--- src/rtl/dm_store_buffer.sv ---
// dm_store_buffer: in-order store buffer in front of a single-port data memory.
//
// Stores are queued in a DEPTH-entry FIFO. The head entry is written to memory
// whenever the memory port is free (no load this cycle). It is also written
// when the buffer is full or a flush is requested, because in those cases the
// drain takes the port away from the load. Loads probe the queued entries so
// that they never read stale memory.
//
// Optional feature macro: SB_FORWARD_EN
//   defined   : loads are satisfied from the youngest matching entry where
//               possible (ld_hit/ld_data). A WD load over a younger UB entry
//               must retry (ld_stall).
//   undefined : no forwarding. A load whose word matches any queued entry
//               retries (ld_stall) until that entry has drained.
//
// Ports
//   clk, rst_n              clock, synchronous active-low reset
//   st_valid/st_ready       store handshake; st_op/st_addr/st_data payload
//   ld_en/ld_op/ld_addr     load using the memory port this cycle
//   ld_hit/ld_stall/ld_data forward result / retry request / forwarded data
//   flush                   drain everything, refuse new stores
//   dm_en/dm_we/dm_op/dm_addr/dm_data  data-memory write port
//   empty, count            occupancy

`ifndef DM_ADDR_BIT
  `define DM_ADDR_BIT 32
`endif
`ifndef DM_OP_BIT
  `define DM_OP_BIT 2
`endif
`ifndef DM_OP_WD
  `define DM_OP_WD 2'd2
`endif
`ifndef DM_OP_UB
  `define DM_OP_UB 2'd0
`endif

module dm_store_buffer #(
  parameter int DEPTH    = 4,
  parameter int ADDR_BIT = `DM_ADDR_BIT
) (
  input  logic                    clk,
  input  logic                    rst_n,
  input  logic                    st_valid,
  output logic                    st_ready,
  input  logic [`DM_OP_BIT-1:0]   st_op,
  input  logic [ADDR_BIT-1:0]     st_addr,
  input  logic [31:0]             st_data,
  input  logic                    ld_en,
  input  logic [`DM_OP_BIT-1:0]   ld_op,
  input  logic [ADDR_BIT-1:0]     ld_addr,
  output logic                    ld_hit,
  output logic                    ld_stall,
  output logic [31:0]             ld_data,
  input  logic                    flush,
  output logic                    dm_en,
  output logic                    dm_we,
  output logic [`DM_OP_BIT-1:0]   dm_op,
  output logic [ADDR_BIT-1:0]     dm_addr,
  output logic [31:0]             dm_data,
  output logic                    empty,
  output logic [$clog2(DEPTH):0]  count
);

  localparam int PTR_W = $clog2(DEPTH);
  localparam int CNT_W = PTR_W + 1;

  logic [DEPTH-1:0]          valid;
  logic [`DM_OP_BIT-1:0]     op_q   [DEPTH];
  logic [ADDR_BIT-1:0]       addr_q [DEPTH];
  logic [31:0]               data_q [DEPTH];
  logic [PTR_W-1:0]          wr_ptr;
  logic [PTR_W-1:0]          rd_ptr;
  logic [CNT_W-1:0]          count_q;

  logic full;
  logic push;
  logic drain;
  logic override;
  logic match_any;
  logic [PTR_W-1:0] idx;
`ifdef SB_FORWARD_EN
  logic        fwd_hit;
  logic        fwd_stall;
  logic [31:0] fwd_data;
`endif

  assign full     = (count_q == CNT_W'(DEPTH));
  assign empty    = (count_q == '0);
  assign count    = count_q;
  assign st_ready = rst_n && !full && !flush;
  assign push     = st_valid && st_ready;
  // Drain whenever the port is free, or forcibly when full/flushing.
  assign drain    = rst_n && !empty && (!ld_en || full || flush);
  assign override = ld_en && drain;

  assign dm_en   = drain;
  assign dm_we   = drain;
  assign dm_op   = drain ? op_q[rd_ptr]   : ld_op;
  assign dm_addr = drain ? addr_q[rd_ptr] : ld_addr;
  assign dm_data = drain ? data_q[rd_ptr] : '0;

  always_ff @(posedge clk) begin
    if (!rst_n) begin
      wr_ptr  <= '0;
      rd_ptr  <= '0;
      count_q <= '0;
      valid   <= '0;
    end else begin
      // A push never targets the slot being drained: push needs !full, so
      // wr_ptr == rd_ptr only when empty, and then nothing drains.
      if (push) begin
        valid[wr_ptr] <= 1'b1;
        wr_ptr        <= wr_ptr + PTR_W'(1);
      end
      if (drain) begin
        valid[rd_ptr] <= 1'b0;
        rd_ptr        <= rd_ptr + PTR_W'(1);
      end
      count_q <= count_q + CNT_W'(push) - CNT_W'(drain);
    end
  end

  always_ff @(posedge clk) begin
    if (push) begin
      op_q[wr_ptr]   <= st_op;
      addr_q[wr_ptr] <= st_addr;
      data_q[wr_ptr] <= st_data;
    end
  end

  // Walk entries oldest to youngest so the last match seen is the youngest.
  always_comb begin
    match_any = 1'b0;
    idx       = '0;
`ifdef SB_FORWARD_EN
    fwd_hit   = 1'b0;
    fwd_stall = 1'b0;
    fwd_data  = '0;
`endif
    for (int unsigned i = 0; i < DEPTH; i++) begin
      idx = rd_ptr + PTR_W'(i);
      if (valid[idx] && (addr_q[idx][ADDR_BIT-1:2] == ld_addr[ADDR_BIT-1:2])) begin
        match_any = 1'b1;
`ifdef SB_FORWARD_EN
        if (ld_op == `DM_OP_UB) begin
          // A UB entry only covers its own byte; other bytes leave older
          // covering entries in effect.
          if (op_q[idx] == `DM_OP_WD) begin
            fwd_hit  = 1'b1;
            fwd_data = {24'h0, data_q[idx][{ld_addr[1:0], 3'b000} +: 8]};
          end else if (addr_q[idx][1:0] == ld_addr[1:0]) begin
            fwd_hit  = 1'b1;
            fwd_data = {24'h0, data_q[idx][7:0]};
          end
        end else begin
          fwd_hit   = (op_q[idx] == `DM_OP_WD);
          fwd_stall = (op_q[idx] != `DM_OP_WD);
          fwd_data  = (op_q[idx] == `DM_OP_WD) ? data_q[idx] : '0;
        end
`endif
      end
    end
  end

  always_comb begin
    ld_hit   = 1'b0;
    ld_stall = 1'b0;
    ld_data  = '0;
    if (rst_n && ld_en) begin
      if (override) begin
        ld_stall = 1'b1;
      end else begin
`ifdef SB_FORWARD_EN
        ld_hit   = fwd_hit;
        ld_stall = fwd_stall;
        ld_data  = fwd_data;
`else
        ld_stall = match_any;
`endif
      end
    end
  end

endmodule
--- config.mk ---
export PLATFORM = sky130hd
export DESIGN_NAME = dm_store_buffer
export DESIGN_NICKNAME = d
export VERILOG_FILES = /design/src/rtl/dm_store_buffer.sv
export SDC_FILE = /design/constraint.sdc
export NUM_CORES = 1
export LEC_CHECK = 0
export CORE_ASPECT_RATIO = 0.8
export CORE_MARGIN = 4
export CORE_UTILIZATION = 40
export DETAILED_ROUTE_END_ITERATION = 10
export SKIP_LAST_GASP = 1
export SYNTH_ARGS = -nofsm -noshare
export SYNTH_HDL_FRONTEND = slang
export SYNTH_SLANG_ARGS = --single-unit
--- constraint.sdc ---
create_clock -name clk -period 5.6 [get_ports clk]
set_input_delay 1.68 -clock clk [delete_from_list [all_inputs] [get_ports clk]]
set_output_delay 1.68 -clock clk [all_outputs]
set_load 0.01 [all_outputs]
Yosys cells after proc, flatten, opt, wreduce, memory -nomap -nowiden
Memories as Yosys holds them, arrays and structs flattened. A register that Yosys moved wholly into a read port is not among the register bits.
Cells that the tools add are included.

storage, ports and cells
  register bits after elaboration = 11
  memories kept = 3
  latch bits = 0
  bits in writable memories = 264
  logic and storage cells = 80
  bits in read-only memories = 0

memories
  memory  words  bits a word  rd ports  clocked after Yosys merged registers in  write ports  RTL line  RTL
  addr_q  4      32           4         1                                        1            70        logic [ADDR_BIT-1:0] addr_q [DEPTH];
  data_q  4      32           1         1                                        1            71        logic [31:0] data_q [DEPTH];
  op_q    4      2            1         1                                        1            69        logic [`DM_OP_BIT-1:0] op_q [DEPTH];

operators by class
  eq/ne operators = 5
  $mul = 0
  magnitude comparators = 7
  div/mod/pow operators = 0
  bitwise logic cells = 3
  multiplexer cells = 32
  reduce and logical (&&, ||, !) cells = 20
  shift-type cells = 0
  add/subtract/negate cells = 6

operator list
  kind                                                                count
  equality test 30 bit                                                4
  two-way mux 32 bit                                                  2
  less-than comparator 2 x 3 -> 1 bit (second input constant)         5
  two-way mux 1 bit                                                   14
  two-way mux 2 bit                                                   7
  logical AND 1 bit                                                   13
  two-way mux 4 bit                                                   3
  binary-select mux 1 bit (select 2 bit)                              4
  adder 2 x 1 -> 2 bit (second input constant)                        2
  adder 2 bit (second input constant)                                 2
  AND 4 bit                                                           1
  demux 1 bit (select 2 bit)                                          2
  greater-or-equal comparator 2 x 1 -> 1 bit (second input constant)  2
  logical NOT 1 bit                                                   4
  NOT 4 bit                                                           1
  bitwise OR 4 bit                                                    1
  adder 3 x 1 -> 3 bit                                                1
  equality test 3 bit (second input constant)                         1
  logical NOT 3 bit                                                   1
  subtractor 3 x 1 -> 3 bit                                           1
  logical OR 1 bit                                                    2

Longest topological paths before layout
Gate-level depths: netlist of the first run.

  depth after elaboration = 9
  mapped depth = 17

Worst setup path after synthesis of the first run
No wires, ideal clock.

  path type = register -> output
  start point = register rd_ptr[0]
  end point = output ld_stall
  setup slack = 0.455 ns
  arrival time = 3.465 ns
  cell stages (with the launch flop) = 16
  path through = dfxtp_1 buf_6 buf_6 buf_4 buf_2 inv_1 ha_1 buf_2 buf_4 mux4_2 xnor2_1 o21ai_0 nor3_1 o2111ai_1 o41ai_1 o311a_1

between the ends
  elaborated cells between the ends (all ways) = 25
  those cells by class = add/sub: 3; eq/ne: 3; mux: 14; reduce/logical: 4; memory: 1

RTL lines
  element                                                                        RTL line  RTL
  start, declared                                                                73        logic [PTR_W-1:0] rd_ptr;
  start signal, assigned                                                         118       rd_ptr <= rd_ptr + PTR_W'(1);
  adder 2 bit (*)                                                                142       idx = rd_ptr + PTR_W'(i);
  net idx[0]                                                                     81        logic [PTR_W-1:0] idx;
  memory (4 x 32 bit) or binary-select mux 1 bit (select 2 bit) (tied branches)  -
  equality test 30 bit or two-way mux 1 bit (tied branches)                      143       if (valid[idx] && (addr_q[idx][ADDR_BIT-1:2] == ld_addr[ADDR_BIT-1:2])) begin
  logical AND 1 bit (*)                                                          143
  two-way mux 1 bit (*)                                                          143
  two-way mux 1 bit (*)                                                          171       if (override) begin
  two-way mux 1 bit (*)                                                          170       if (rst_n && ld_en) begin
  end, declared                                                                  53        output logic ld_stall,

The timed path passes the listed nets; every way through them passes the cells marked *. The select of a mux whose other input is x is not followed.

Worst setup path after layout of the first run
  start point = input ld_addr[24]
  end point = output ld_stall

between the ends
  cells in the longest elaborated chain, start to end = 8
  elaborated cells between the ends (all ways) = 14
  those cells by class = eq/ne: 4; mux: 6; reduce/logical: 4

ends and longest elaborated chain
  element                         RTL line  RTL
  start, declared                 51        input logic [ADDR_BIT-1:0] ld_addr,
  equality test 30 bit            143
  logical AND 1 bit               143
  two-way mux 1 bit (3 in a row)  143
  two-way mux 1 bit (*)           143
  two-way mux 1 bit (*)           171
  two-way mux 1 bit (*)           170

Every way passes the cells marked *; elsewhere a longest branch is shown, timed or not.

==> results of run 1 <==
==> area by class of cell <==
cell class	count	area, um2
Timing Repair Buffer	273	2640
Clock buffer	37	806
Inverter	15	56.3
Sequential cell	277	8200
Multi-Input combinational cell	640	6170
Clock inverter	15	186
Fill cell	3060	17700
Tap cell	480	601
==> cells by family (layout without fill, tap and decap cells) <==
| logic type | count (synthesis) | after routing |
|---|---|---|
| AO/OA/AOI/OAI | 79 | 79 |
| XOR/XNOR | 110 | 110 |
| adder cells (fa/ha/maj) | 11 | 11 |
| buffers and inverters | 126 | 340 |
| flip-flops | 277 | 277 |
| multiplexers | 191 | 191 |
| other | 1 | 33 |
| AND/OR/NAND/NOR | 216 | 216 |
==> report_power, final <==
part | switching, mW | internal [mW]
clock | 0.817 | 1.20
combinational | 1.89 | 1.84
sequential | 0.0962 | 2.34
total | 2.80 | 5.38
==> layer usage <==
| metal | vias to the layer above | wire length, um |
|---|---|---|
| met5 | - | 0 |
| met4 | 0 | 660 |
| met3 | 38 | 3230 |
| met2 | 363 | 18700 |
| met1 | 4859 | 19600 |
| li1 | 4281 | - |
==> metrics by stage <==
stage	cells	instance area [um2]	power (mW)
after floorplan	1043	15000	4.83
after global placement	1683	17600	6.20
after detailed placement	1683	17600	6.18
after CTS	1737	18600	8.25
after global routing	1737	18700	8.58
final	1737	18700	8.18
==> what timing repair did <==
item | in CTS | in global routing
pin swaps | 4 | 1
buffers inserted | 2 | 0
gates resized for setup | 15 | 5
endpoints found under the setup margin | 12 | 40
==> state kept, by name, indices dropped and copies added, names as in the netlist, named ones only <==
name and flops:
count 3, rd_ptr 2, data_q 128, wr_ptr 2, addr_q 128, op_q 8, valid 4
==> cell usage in the layout, fill, tap and decap left out, types with 3 or more instances in the layout <==
cell and n:
mux2_2 5, dlygate4sd2_1 5, clkbuf_16 29, buf_4 81, clkinv_1 3, dfxtp_4 3, o221ai_1 5, nand3_1 5
xor2_1 32, edfxtp_1 264, nand2_1 117, nor2_1 12, and2_1 39, o211ai_1 5, clkinv_2 4, a21oi_1 16
dfxtp_1 10, o21ai_0 16, o211a_1 4, clkdlybuf4s50_1 170, and3_4 4, inv_1 13, o2111ai_1 3, conb_1 33
o22ai_1 5, mux2i_1 78, mux4_2 105, bufinv_16 4, clkbuf_1 3, ha_1 9, mux4_1 3, buf_12 9
nand4_1 17, nor4_1 13, xnor2_1 78, inv_6 3, clkbuf_8 5, a221oi_1 3, buf_6 4
==> worst max-delay path by stage <==
stage	start	end	cells past startpoint
2_1_floorplan	rd_ptr[0]	ld_stall	15
3_3_place_gp	ld_addr[6]	ld_stall	7
3_5_place_dp	ld_addr[6]	ld_stall	7
4_1_cts	ld_en	dm_data[23]	8
5_1_grt	rd_ptr[1]	ld_stall	12
6_report	ld_addr[24]	ld_stall	8
==> worst min-delay path, delay by kind of cell, from the launching register on <==
| kind | cells | cell delay, ps |
|---|---|---|
| simple gates | 1 | 50 |
| mux | 1 | 130 |
| flops | 1 | 340 |
==> metrics.yaml, run 1 <==
finish:
  area_growth_syn_to_layout_pct: 25.3
  diodes: 0
  drive_gt1_frac: 0.213
  finish.utilization: 0.514
  nets: 1352
min_path:
  hold_start: "wr_ptr[1]"
  hold_depth: 2
  worstHoldPathType: "register to register"
  worstHoldEndpoint: "wr_ptr[1]"
critical_path:
  cp_top_family: "buffers and inverters"
  start_kind: "input port"
  worst-path-max-fanout: 5
  crit_top_cell: "nor4_1"
  crit_arrival_ps: 3900
  worst-path-buf-inv: 2
  crit_required_ps: 3920
  timing.rr.start: "count[2]"
  rr_worst_depth: 12
  cp_slowest_cell: "clkdlybuf4s50_1"
  worstSetupPathType: "input port to output port"
  path_cells: "clkdlybuf4s50_1 > xnor2_1 > mux2_2 > nor4_1 > nand4_1 > nor4_1 > o311a_1 > buf_2"
  max_stage_delay_ps: 620
  r2r_slack_ps: 2710
  end_kind: "output port"
  r2r-end: "count[2]"
detailed_routing:
  wl_um: 42200
  wl_per_cell_um: 24.3
  postRouteAntennaNets: 0
  drt-pass1-iter-count: 5
  drt_drc_violations_left: 0
  drt_iter0_markers: 788
  vias_per_cell: 5.49
  vias: 9541
clock_tree:
  ctsRootBufferMaster: "clkbuf_16"
  cts_tree: "done"
  cts_hold_buf: 0
  cts_buffers: 29
  cts_sinks: 277
  cts_max_path_buffers: 3
  clock_latency_ps: 560
  htreeDepth: 1
  path_clk_slew_ps: 60
sta:
  max_slew_margin: 0.511
  worst_slack_ps: 17.7
  hold_viol_final: 0
  finalSetupTns_ps: 0
  fin_crit_sh: 0.997
  whs_ps: 568
  fmax_mhz: 179
  slew_viol_final: 0
  rsz0062_at_grt: "yes"
  period_minus_slack_ps: 5580
  worst_pin_slew_ps: 713
  fin_worst_skew_ps: 15.9
  report.final.setup_viol: 0
placed_design:
  preCtsSetupSlack_ps: -493
  port_buffers: 178
  place.gp.congestion: 0.942
  hpwl_um: 29900
die:
  core_mm2: 0.0363
  io-pin-count: 212
  dieArea_mm2: 0.0404
  rows: 62
  initial_core_util: 0.410
  die_h_um: 181
  die_w_um: 224
synthesis:
  synth.area.mux_share: 0.220
  synth_top_cell_area_share: 0.533
  netlist_area_mm2: 0.0149
  synth.avg_cell_area_um2: 14.7
  synthAdderAreaFrac: 0.00975
  yosysUniqueCellTypes: 57
  ys_top_cells_by_count: "edfxtp_1, nand2_1, mux4_2"
  netlist_instances: 1011
  synth_top_flop_cell: "edfxtp_1"
  yosysMostFrequentCell: "edfxtp_1"
  synthXorXnorAreaFrac: 0.0647
  ys_top_cells_by_area: "edfxtp_1, mux4_2, mux2i_1"
  synth_compound_area_frac: 0.0378
  yosysSeqAreaShare: 0.550
  synth_edf_count: 264
  yosys_warnings: 0
  async_flop_share: 0
  synth_top_family_by_area: "multiplexers"
  synth_largest_area_cell: "edfxtp_1"
  synth-seq-cells: 277
  yosys.area_share.simple: 0.0689
pwr:
  powerDensity_mw_per_mm2: 438
  ir_worst_vdd_v: 0.000300
  p_leak_nw: 6.29
global_route:
  use_met3: 0.0432
  busiest_layer: "met1"
  track_usage: 0.205
  grt_use_met2: 0.305
  gr-total-overflow: 0
  grt_pass1_wl_um: 62400
  grt_start_max_net_pins: 109
  grt_antenna_before_repair: 0
  first_global_vias: 9604
  grt_util_met1: 0.315
flow_run:
  drv_cap: 0
run_status:
  status: "finished, final reports clean"
Note: power is estimated with default switching activity, not from simulation.
==> inputs of run 2 (changes only) <==
--- a/config.mk
+++ b/config.mk
@@ -9,6 +9,7 @@
 export CORE_MARGIN = 4
 export CORE_UTILIZATION = 40
 export DETAILED_ROUTE_END_ITERATION = 10
+export SKIP_CTS_REPAIR_TIMING = 1
 export SKIP_LAST_GASP = 1
 export SYNTH_ARGS = -nofsm -noshare
 export SYNTH_HDL_FRONTEND = slang
==> metrics.yaml, run 2 (same netlist as run 1, synthesis figures left out) <==
run_status:
  violations: "setup timing"
  status: "finished, violations left"
critical_path:
  r2r_slack_ps: 2720  # about the same
  path_cells: "clkdlybuf4s50_1 > xnor2_1 > or4_1 > a221o_1 > o41ai_2 > o311a_1 > clkbuf_2"
  end_kind: "output port"
  cp_slowest_cell: "or4_1"
  rr_worst_depth: 12  # unchanged
  timing.rr.start: "count[2]"
  crit_required_ps: 3920  # about the same
  worst-path-max-fanout: 2  # -3
  max_stage_delay_ps: 540  # -80 ps
  crit_arrival_ps: 3960  # +60 ps
  cp_top_family: "compound AO/OA/AOI/OAI gates"
  r2r-end: "count[2]"
  worst-path-buf-inv: 2  # unchanged
  worstSetupPathType: "input port to output port"
  start_kind: "input port"
min_path:
  worstHoldPathType: "register to register"
  hold_depth: 1  # -1
  worstHoldEndpoint: "valid[2]"
  hold_start: "valid[2]"
die:
  die_h_um: 181  # unchanged
  dieArea_mm2: 0.0404  # unchanged
  initial_core_util: 0.410  # unchanged
  rows: 62  # unchanged
  io-pin-count: 212  # unchanged
  die_w_um: 224  # unchanged
  core_mm2: 0.0363  # unchanged
finish:
  regArea_mm2: 0.00820  # unchanged
  drive_gt1_frac: 0.212  # -0.00125
  final_common_cell: "edfxtp_1"
  layout_common_cells: "edfxtp_1, clkdlybuf4s50_1, nand2_1"
  num-fill-cells: 3060  # unchanged
  nets: 1350  # -0.15%
  largestRegisters: "addr_q x128, data_q x128, op_q x8"
  diodes: 0  # unchanged
  finish.utilization: 0.514  # about the same
  multi_input_area_mm2: 0.00617  # unchanged
  area_growth_syn_to_layout_pct: 25.4  # about the same
detailed_routing:
  wl_per_cell_um: 24.3  # about the same
  vias: 9549  # +0.084%
  drt_iter0_markers: 814  # +3.3%
  drt_drc_violations_left: 0  # unchanged
  postRouteAntennaNets: 0  # unchanged
  vias_per_cell: 5.50  # +0.20%
  drt-pass1-iter-count: 5  # unchanged
  wl_um: 42100  # -0.12%
sta:
  period_minus_slack_ps: 5640  # +61.4 ps
  worst_slack_ps: -43.6  # -61.4 ps
  fmax_mhz: 177  # -1.1%
  fin_crit_sh: 1.01  # +0.0110
  fin_worst_skew_ps: 11.9  # -3.99 ps
  report.final.setup_viol: 1  # +1
  finalSetupTns_ps: -43.6  # -43.6 ps
  slew_viol_final: 0  # unchanged
  rsz0062_at_grt: "yes"
  max_slew_margin: 0.526  # +0.0148
  worst_pin_slew_ps: 711  # -1.77 ps
  hold_viol_final: 0  # unchanged
placed_design:
  hpwl_um: 29900  # unchanged
  port_buffers: 178  # unchanged
  place.gp.congestion: 0.942  # unchanged
global_route:
  gr-total-overflow: 0  # unchanged
  grt_antenna_before_repair: 0  # unchanged
  grt_start_max_net_pins: 109  # unchanged
  first_global_vias: 9594  # -0.10%
  track_usage: 0.204  # -0.000455
  grt_pass1_wl_um: 62300  # -0.20%
clock_tree:
  htreeDepth: 1  # unchanged
  path_clk_slew_ps: 70  # about the same
  cts_tree: "done"
  cts_sinks: 277  # unchanged
  clock_latency_ps: 560  # about the same
  ctsRootBufferMaster: "clkbuf_16"
  cts_max_path_buffers: 3  # unchanged
  cts_buffers: 29  # unchanged
pwr:
  powerDensity_mw_per_mm2: 438  # about the same
  ir_worst_vdd_v: 0.000300  # about the same
  p_leak_nw: 6.34  # +0.74%
flow_run:
  drv_cap: 0  # unchanged
## run 2: how the worst max path moves through the flow
stage	start	to	cells after the start
global route	ld_addr[19]	ld_stall	7
floorplan	rd_ptr[0]	ld_stall	15
detailed placement	ld_addr[6]	ld_stall	7
global placement	ld_addr[6]	ld_stall	7
CTS	ld_addr[6]	ld_stall	7
finish	ld_addr[19]	ld_stall	7
## run 2: report_power, final
group	internal, mW	switching [mW]
sequential	2.34	0.0963
combinational	1.85	1.88
clock	1.20	0.815
total	5.38	2.79
## run 2: metal layers
layer | part of all wire | global-route usage
met5 | 0 | 0
met4 | 0.018 | 0.0355
met3 | 0.078 | 0.0430
met2 | 0.44 | 0.304
met1 | 0.46 | 0.315
## run 2: final cells by class
type,instances,area share
clock buffer,37,0.0432
clock inverter,15,0.00999
inverter,15,0.00302
multi-input combinational,640,0.330
sequential,277,0.439
tap,480,0.0322
timing repair buffer,271,0.142
## run 2: per-stage QoR
stage | instances | hold WS [ps] | total power [mW] | instance area, um2 | setup WS (ps)
global placement | 1683 | 541 | 6.20 | 17600 | -513
detailed placement | 1683 | 534 | 6.18 | 17600 | -493
CTS | 1735 | 560 | 8.22 | 18600 | -510
floorplan | 1043 | 505 | 4.83 | 15000 | 455
finish | 1735 | 559 | 8.17 | 18700 | -43.6
global route | 1735 | 586 | 8.58 | 18700 | -126
==> inputs of run 3 (changes only) <==
--- a/config.mk
+++ b/config.mk
@@ -7,8 +7,11 @@
 export LEC_CHECK = 0
 export CORE_ASPECT_RATIO = 0.8
 export CORE_MARGIN = 4
-export CORE_UTILIZATION = 40
+export CORE_UTILIZATION = 55
+export CTS_CLUSTER_SIZE = 24
 export DETAILED_ROUTE_END_ITERATION = 10
+export PLACE_DENSITY = 0.8
+export SETUP_SLACK_MARGIN = 0.5
 export SKIP_CTS_REPAIR_TIMING = 1
 export SKIP_LAST_GASP = 1
 export SYNTH_ARGS = -nofsm -noshare
==> metrics.yaml, run 3 (same netlist as run 1, synthesis figures left out) <==
flow_run:
  drv_cap: 0  # unchanged
critical_path:
  worst-path-max-fanout: 4  # +2
  start_kind: "input port"
  end_kind: "output port"
  crit_arrival_ps: 3730  # -230 ps
  crit_required_ps: 3920  # about the same
  worstSetupPathType: "input port to output port"
clock_tree:
  clock_latency_ps: 550  # about the same
  path_clk_slew_ps: 60  # about the same
  cts_buffers: 27  # -6.9%
  ctsRootBufferMaster: "clkbuf_16"
  cts_max_path_buffers: 3  # unchanged
  cts_sinks: 277  # unchanged
  htreeDepth: 1  # unchanged
  cts_tree: "done"
detailed_routing:
  vias_per_cell: 6.14  # +11%
  wl_um: 42200  # +0.14%
  drt_iter0_markers: 1278  # +57%
  vias: 9984  # +4.6%
  postRouteAntennaNets: 0  # unchanged
  drt-pass1-iter-count: 6  # +1
  drt_drc_violations_left: 0  # unchanged
  wl_per_cell_um: 25.9  # +6.8%
global_route:
  grt_use_met2: 0.411  # +0.107
  first_global_vias: 9735  # +1.5%
  busiest_layer: "met2"
  grt_antenna_before_repair: 2  # +2
  gr-total-overflow: 0  # unchanged
  track_usage: 0.266  # +0.0616
  grt_util_met1: 0.394  # +0.0791
  grt_pass1_wl_um: 59600  # -4.3%
  use_met3: 0.0615  # +0.0185
  grt_start_max_net_pins: 109  # unchanged
finish:
  drive_gt1_frac: 0.233  # +0.0207
  num-fill-cells: 1703  # -44%
  area_growth_syn_to_layout_pct: 26.3
  largestRegisters: "addr_q x128, data_q x128, op_q x8"
  layout.cells.non_filler: 1627  # -6.2%
  final_common_cell: "edfxtp_1"
  nets: 1365  # +1.1%
  layout_common_cells: "edfxtp_1, nand2_1, mux4_2"
pwr:
  p_leak_nw: 7.36  # +16%
  p_total_mw: 8.08  # -1.2%
  powerDensity_mw_per_mm2: 430  # -1.9%
  ir_worst_vdd_v: 0.000309  # +3.1%
die:
  io-pin-count: 212  # unchanged
  die_h_um: 155  # -14%
  dieArea_mm2: 0.0298  # -26%
  die_w_um: 192  # -14%
  initial_core_util: 0.562  # +0.153
  core_mm2: 0.0265  # -27%
  rows: 53  # -15%
placed_design:
  preCtsSetupSlack_ps: -535  # -41.3 ps
  hpwl_um: 27700  # -7.6%
  port_buffers: 178  # unchanged
  place.gp.congestion: 0.989  # +5.0%
  dpl.cell_count: 1556  # -7.5%
min_path:
  worstHoldPathType: "register to register"
sta:
  slew_viol_final: 0  # unchanged
  fin_worst_skew_ps: 24.3  # +12.4 ps
  whs_ps: 572  # +12.5 ps
  fmax_mhz: 185  # +4.3%
  worst_pin_slew_ps: 712  # +1.02 ps
  max_slew_margin: 0.525  # -0.000683
  period_minus_slack_ps: 5410  # -231 ps
  rsz0062_at_grt: "yes"
  report.final.setup_viol: 0  # -1
  worst_slack_ps: 187  # +231 ps
  fin_crit_sh: 0.967  # -0.0412
  hold_viol_final: 0  # unchanged
run_status:
  status: "finished, final reports clean"
run 3: cell type report:
class	instances	area [um2]	area share
clock inverter	16	131	0.00699
tap	357	447	0.0238
sequential	277	8200	0.436
timing repair buffer	288	3000	0.160
inverter	15	61.3	0.00326
antenna	2	5.00	0.000266
clock buffer	32	694	0.0370
multi-input combinational	640	6260	0.333
run 3: final timing paths:
path | from | to | slack (ps) | depth (start not counted)
worst min-delay path | valid[2] | valid[2] | 570 | 1
worst min register to register | valid[2] | valid[2] | 570 | 1
worst max register to register | count[2] | count[2] | 2720 | 12
worst max-delay path | ld_addr[18] | ld_stall | 190 | 9
run 3: metal layers:
metal,routed length [um],share of wire
met1,17500,0.41
met2,19200,0.46
met3,4370,0.10
met4,1090,0.026
met5,0,0
run 3: where the power goes:
group / total, mW / internal (mW) / leakage (nW) / switching [mW]
Sequential: 2.44 / 2.33 / 2.49 / 0.107
Clock: 1.74 / 0.975 / 0.411 / 0.769
Combinational: 3.89 / 1.92 / 4.46 / 1.97
run 3: through the flow:
step / cell area [um2] / TNS (ps) / utilization
floorplan: 15000 / 0 / -
global placement: 17400 / -481 / 0.657
detailed placement: 17400 / -535 / 0.657
CTS: 18200 / -539 / 0.688
global route: 18800 / 0 / 0.710
finish: 18800 / 0 / 0.710
run 3: critical path: stages:
cell,delay (ps)
clkdlybuf4s50_1,510
buf_4,200
xnor2_1,270
nand4_1,240
nor4_2,270
a21oi_1,110
o41ai_2,70
o311a_1,230
buf_2,140
